<file path="src/rtl/iter_sched_pkg.sv">
`default_nettype none
// +-----------------------------------------------------------------------+
// | iter_sched_pkg : state encoding and counter-width helper for          |
// |                  the shared iterative datapath scheduler              |
// | Rev 1.0                                                               |
// +-----------------------------------------------------------------------+
package iter_sched_pkg;

  typedef enum logic [2:0] {
    IDLE = 3'd0,
    LOAD = 3'd1,
    RUN  = 3'd2,
    CAPT = 3'd3
  } state_t;

  // Wide enough to hold ITER-1 with a spare bit for the zero test.
  function automatic int cnt_w(input int iter);
    return $clog2(iter) + 1;
  endfunction

endpackage
`default_nettype wire

</file>
<file path="src/rtl/iter_sched_rr_arb2.sv">
`default_nettype none
// +-----------------------------------------------------------------------+
// | rr_arb2 : two-way round-robin arbiter, one-hot winner (combinational) |
// | Rev 1.0                                                               |
// +-----------------------------------------------------------------------+
module rr_arb2 (
  input  logic [1:0] req,
  input  logic       last,
  output logic [1:0] win
);

  always_comb begin
    win = 2'b00;
    case (req)
      2'b01:   win = 2'b01;
      2'b10:   win = 2'b10;
      2'b11:   win = last ? 2'b01 : 2'b10;
      default: win = 2'b00;
    endcase
  end

endmodule
`default_nettype wire

</file>
<file path="src/rtl/iter_sched.sv">
`default_nettype none
// +-----------------------------------------------------------------------+
// | iter_sched : shares one iterative divide/root datapath between two    |
// |              requesters with round-robin arbitration                  |
// | Rev 1.0                                                               |
// +-----------------------------------------------------------------------+
module iter_sched
  import iter_sched_pkg::*;
#(
  parameter int WIDTH = 8,
  parameter int ITER  = WIDTH
) (
  input  logic             clk,
  input  logic             reset,
  input  logic [1:0]       req,
  input  logic [WIDTH-1:0] opa0,
  input  logic [WIDTH-1:0] opb0,
  input  logic [WIDTH-1:0] opa1,
  input  logic [WIDTH-1:0] opb1,
  output logic [1:0]       gnt,
  output logic [1:0]       done,
  output logic [WIDTH-1:0] result,
  output logic             busy,
  output logic [WIDTH-1:0] dp_a,
  output logic [WIDTH-1:0] dp_b,
  output logic             dp_start,
  input  logic [WIDTH-1:0] dp_result
);

  localparam int               CNT_W      = cnt_w(ITER);
  localparam logic [CNT_W-1:0] C_CNT_LOAD = CNT_W'(ITER - 1);

  state_t           r_state,  w_state_next;
  logic [CNT_W-1:0] r_cnt,    w_cnt_next;
  logic             r_owner,  w_owner_next;
  logic             r_last,   w_last_next;
  logic [WIDTH-1:0] r_dp_a,   w_dp_a_next;
  logic [WIDTH-1:0] r_dp_b,   w_dp_b_next;
  logic [WIDTH-1:0] r_result, w_result_next;
  logic [1:0]       w_win;
  logic [1:0]       w_owner_oh;
  logic             w_owner_req;

  rr_arb2 u_arb (
    .req  (req),
    .last (r_last),
    .win  (w_win)
  );

  assign w_owner_oh  = r_owner ? 2'b10 : 2'b01;
  assign w_owner_req = req[r_owner];

  assign dp_a   = r_dp_a;
  assign dp_b   = r_dp_b;
  assign result = r_result;

  always_ff @(posedge clk or posedge reset) begin
    if (reset) begin
      r_state  <= IDLE;
      r_cnt    <= '0;
      r_owner  <= 1'b0;
      r_last   <= 1'b1;
      r_dp_a   <= '0;
      r_dp_b   <= '0;
      r_result <= '0;
    end else begin
      r_state  <= w_state_next;
      r_cnt    <= w_cnt_next;
      r_owner  <= w_owner_next;
      r_last   <= w_last_next;
      r_dp_a   <= w_dp_a_next;
      r_dp_b   <= w_dp_b_next;
      r_result <= w_result_next;
    end
  end

  always_comb begin
    w_state_next  = r_state;
    w_cnt_next    = r_cnt;
    w_owner_next  = r_owner;
    w_last_next   = r_last;
    w_dp_a_next   = r_dp_a;
    w_dp_b_next   = r_dp_b;
    w_result_next = r_result;
    gnt           = 2'b00;
    done          = 2'b00;
    dp_start      = 1'b0;
    busy          = (r_state != IDLE);

    case (r_state)
      IDLE: begin
        if (w_win != 2'b00) begin
          w_owner_next = w_win[1];
          w_last_next  = w_win[1];
          w_dp_a_next  = w_win[1] ? opa1 : opa0;
          w_dp_b_next  = w_win[1] ? opb1 : opb0;
          w_state_next = LOAD;
        end
      end
      LOAD: begin
        gnt      = w_owner_oh;
        dp_start = 1'b1;
        if (!w_owner_req) begin
          w_state_next = IDLE;
        end else begin
          w_cnt_next   = C_CNT_LOAD;
          w_state_next = RUN;
        end
      end
      RUN: begin
        gnt = w_owner_oh;
        // Abort wins over completion so a dropped request never yields done.
        if (!w_owner_req) begin
          w_state_next = IDLE;
        end else if (r_cnt == '0) begin
          w_state_next = CAPT;
        end else begin
          w_cnt_next = r_cnt - CNT_W'(1);
        end
      end
      CAPT: begin
        gnt           = w_owner_oh;
        done          = w_owner_oh;
        w_result_next = dp_result;
        w_state_next  = IDLE;
      end
      default: begin
        w_state_next = IDLE;
      end
    endcase
  end

endmodule
`default_nettype wire

</file>
<file path="config.mk">
export PLATFORM = sky130hd
export DESIGN_NAME = iter_sched
export DESIGN_NICKNAME = d
export VERILOG_FILES = /design/src/rtl/iter_sched_pkg.sv /design/src/rtl/iter_sched_rr_arb2.sv /design/src/rtl/iter_sched.sv
export SDC_FILE = /design/constraint.sdc
export NUM_CORES = 1
export LEC_CHECK = 0
export ABC_AREA = 1
export CAP_MARGIN = 20
export CORE_MARGIN = 2
export CORE_UTILIZATION = 25
export CTS_CLUSTER_SIZE = 10
export DETAILED_ROUTE_END_ITERATION = 7
export SLEW_MARGIN = 20
export SYNTH_ARGS = -nofsm -noshare
export SYNTH_HDL_FRONTEND = slang
export SYNTH_SLANG_ARGS = --single-unit
</file>
<file path="constraint.sdc">
create_clock -name clk -period 1.5 [get_ports clk]
set_clock_uncertainty 0.1 [all_clocks]
set_input_delay 0.45 -clock clk [delete_from_list [all_inputs] [get_ports clk]]
set_output_delay 0.45 -clock clk [all_outputs]
set_load 0.02 [all_outputs]
</file>
# Word-level counts from Yosys, hierarchy flattened
# Index checks and enable logic that the tools add are counted.
# op_classes
addsub,1
magnitude_cmp,1
n_eq_ne,11
muxes,19
reduce_logical,9
# op_table
cell,n
8-bit 2-to-1 mux,2
4-bit 2-to-1 mux,3
2-bit 2-to-1 mux,5
3-bit 2-to-1 mux,3
3-bit one-hot mux with 3 select lines,1
2-bit != test (second input constant),4
4-bit one-hot mux with 2 select lines,1
3-bit by 2-bit equality test with 1-bit output (second input constant),2
2-bit one-hot mux with 3 select lines,1
2-bit equality test (second input constant),2
4-bit logical NOT,1
2-bit AND reduction,2
4-bit AND reduction,1
2-bit nonzero test,2
4-bit by 1-bit subtractor with 4-bit output (second input constant),1
3-bit by 1-bit equality test with 1-bit output (second input constant),1
3-bit logical NOT,1
1-bit 2-to-1 mux,3
3-bit != test (second input constant),1
3-bit nonzero test,1
3-bit OR reduction,1
2-bit by 1-bit equality test with 1-bit output (second input constant),1
1-bit by 2-bit less-than comparator with 1-bit output (second input constant),1
# word_totals
regBits,33
inputBits,44
elab_cells,48

# Depth between registers and ports, before layout
# logic_depth
ltp_word,5
depth_mapped,7

# Cells and area by module
# A second synthesis with hierarchy kept.
# hier_totals
cells_unflattened,211
hier_area_um2,1626.6
# by_module_without_submodules
mod,instances,cells_each,area_each_um2
iter_sched,1,206,1605.3
rr_arb2,1,5,21.3

# Worst setup path after synthesis
# No wires, ideal clock.
# synth_timing
path_kind,reg2out
startpoint,register r_state[0]
endpoint,output port gnt[0]
arrival_ps,995
required_time_ps,950
slack_ps,-45
path_stages_with_launch,5
n_path_buf,0
path_cell_list,dfrtp_1 > inv_2 > nand2_2 > inv_1 > nor2_1
# synth_via
elab_chain_cells,3
word_cells_on_any_way,5
classes_between,eq/ne: 3; mux: 1; reduce/logical: 1
# synth_rtl
item,line,text
start: declaration,iter_sched.sv:33,"state_t r_state, w_state_next;"
start signal: assignment,iter_sched.sv:67,r_state <= w_state_next;
3-bit by 2-bit equality test with 1-bit output or 3-bit by 1-bit equality test with 1-bit output (tied branches),iter_sched.sv:90,case (r_state)
3-bit OR reduction (no line) *,-,
2-bit 2-to-1 mux *,iter_sched.sv:90,
end: declaration,iter_sched.sv:20,"output logic [1:0] gnt,"
# Every way passes the cells marked *; elsewhere a longest branch is shown, timed or not.

# Worst setup path in the final report
# layout_timing
startpoint,register r_state[0]
endpoint,output port gnt[1]
# The elaborated chain is that of the path after synthesis.

==> flow_metrics.tcl <==
set metrics [dict create \
    met1_usage_pct 13.8 \
    cts.clk_slew.worst_paths_ns 0.07 \
    busiest_layer "met2" \
    start_util_pct 25.5 \
    drv_cap 0 \
    startpoint "r_state[0]$_DFFE_PP0P_" \
    num-fill-cells 599 \
    critical_path_arrival_ns 1.10 \
    final_util_pct 44.5 \
    holdWs_ns 0.259 \
    synthTopCellsByCount "nand2_1, dfrtp_1, nor2_1" \
    die_area_um2 6600 \
    syn_nets 215 \
    pwr_density_cell_nw_per_um2 2070 \
    clockBufferDepth 2 \
    hold_viol_final 0 \
    clock_sinks 32 \
    slew_violations 0 \
    hp-class "input port to asynchronous set/reset pin" \
    synthFlopType "dfrtp_1" \
    cp_max_fo 3 \
    violations "negative setup slack" \
    syn2layout_area_growth_pct 74.4 \
    async_flop_share_pct 100 \
    yosysUniqueCellTypes 20 \
    viasPerCell 4.29 \
    period_share_pct 110 \
    seq_area_frac_synth_pct 53.8 \
    synth_most_common_cell "nand2_1" \
    multi_input_area_um2 702 \
    grt_start_max_net_pins 28 \
    path_class "flop to output pin" \
    endpoint_kind "output pin" \
    grt_pass1_wl_um 6270 \
    dieHeight_um 81.2 \
    synthTopCellsByArea "dfrtp_1, nand2_1, a31oi_1" \
    status "finished with violations" \
    hpwl_um 2890 \
    peakVddDrop_v 0.000701 \
    io_pins 74 \
    seq_area_um2 802 \
    yosys.area.top_type "dfrtp_1" \
    timing.slew.headroom_pct 83.9 \
    cts_buffers 5 \
    syn_area_um2 1490 \
    grt_util_all_layers_pct 12.3 \
    finalSetupViolCount 19 \
    fin_cells 345 \
    diodes 0 \
    io_buffers 73 \
    drive_gt1_share_pct 37.4 \
    rsz0062_at_grt "yes" \
    wl_um 3990 \
    yosysTopAreaCellShare_pct 52.0 \
    p_leak_nw 1.19 \
    dr.pass1.iters 4 \
    drt-initial-drc-count 65 \
    dp.cells 332 \
    period_minus_slack_ns 1.65 \
    wl_per_cell_um 11.6 \
    grt_use_met2_pct 21.2 \
    rr_startpoint "r_state[0]$_DFFE_PP0P_" \
    drcViolationCount 0 \
    syn_inst 170 \
    cp.required_ns 0.95 \
    max_freq_mhz 607 \
    worst_pin_slew_ns 0.241 \
    die_w_um 81.2 \
    avgSynthCellArea_um2 8.77 \
    ant_nets 0 \
    hold_buffers 0 \
    synth_edf_count 0 \
    nNetsFinal 314 \
    setup_slack_ns -0.147 \
    place_congestion 0.779 \
    core_area_um2 5850 \
    ys_ff_latch 32 \
    antenna_found_initial 0 \
    insertion_delay_ns 0.28 \
    startpoint_type "flop" \
    h-tree-depth 2 \
    rows 28 \
    vias 1481 \
    gr-total-overflow 0 \
    met3_usage_pct 5.67 \
    grt_pass1_vias 1382 \
    cts_tree "done" \
    yosysWarnings 0 \
    clockRootBuffer "clkbuf_8" \
]
==> critical path, cell delays in order, from the launching register on <==
cell	delay [ns]
dfrtp_1	0.40
inv_2	0.06
nand2_2	0.08
inv_2	0.05
nor2_1	0.08
buf_4	0.14
==> cells in the final DEF, fill, tap and decap left out, types with 3 or more instances in the layout <==
master and count:
a31oi_1 16, buf_2 20, buf_4 20, buf_6 6, clkbuf_2 3, clkbuf_8 5
clkdlybuf4s50_1 41, dfrtp_1 31, inv_1 4, inv_2 5, mux2_2 8, nand2_1 55
nand2_2 5, nand3_1 6, nor2_1 9, nor2_2 9, nor2_4 9
==> per-layer routing <==
layer,up-vias,part of all wire (%)
li1,754,-
met1,669,41
met2,55,49
met3,3,9.6
met4,0,0.73
met5,-,0
==> metrics by stage <==
step                      cell area [um^2]  TNS (ns)  total power [mW]  setup WS (ns)
after detailed placement              2440     -7.84              4.43         -0.313
after floorplan                       1490   -0.0907              3.06        -0.0453
final                                 2600    -0.972              5.38         -0.147
after CTS                             2590    -0.673              5.20         -0.151
after global placement                2440     -7.92              4.41         -0.301
after global routing                  2600     -2.96              5.78         -0.221
==> worst paths after layout <==
check	end	slack, ns	depth (start not counted)
min in group clk	r_last$_DFFE_PP1P_	0.38	2
min	r_owner$_DFFE_PP0P_	0.26	2
max in group asynchronous	dp_b[2]$_DFFE_PP0P_	0.63	3
min reg2reg	r_last$_DFFE_PP1P_	0.38	2
max reg2reg	dp_a[2]$_DFFE_PP0P_	-0.06	8
max	gnt[1]	-0.15	5
==> layout make-up <==
class | count | share of cell area [%]
multi-input cells | 124 | 27.0
repair buffers | 97 | 33.1
clock inverters | 2 | 1.35
inverters | 9 | 1.30
clock buffers | 6 | 2.79
flip-flops and latches | 32 | 30.8
well taps | 75 | 3.61
==> flip-flops by register name, indices dropped and copies added (netlist names) <==
signal   cells
r_cnt        4
r_last       1
dp_b         8
dp_a         8
result       8
r_state      2
r_owner      1
==> where the power goes <==
group          internal (mW)  switching [mW]  total (mW)
clock network          0.493           0.314       0.807
registers               1.31           0.307        1.61
logic                   1.39            1.57        2.96
==> cells by family after synthesis <==
kind of cell	share of synthesized area, %
AO/OA/AOI/OAI	8.05
adder cells (fa/ha/maj)	0.839
buffers and inverters	4.95
flip-flops	53.8
multiplexers	6.04
AND/OR/NAND/NOR	26.3
==> timing repair <==
action,in CTS,in global routing
gates cloned,0,2
setup buffers,2,1
setup endpoints to repair,35,45
gates resized for setup,106,53
pin swaps,2,2
Note: power is estimated with default switching activity, not from simulation.
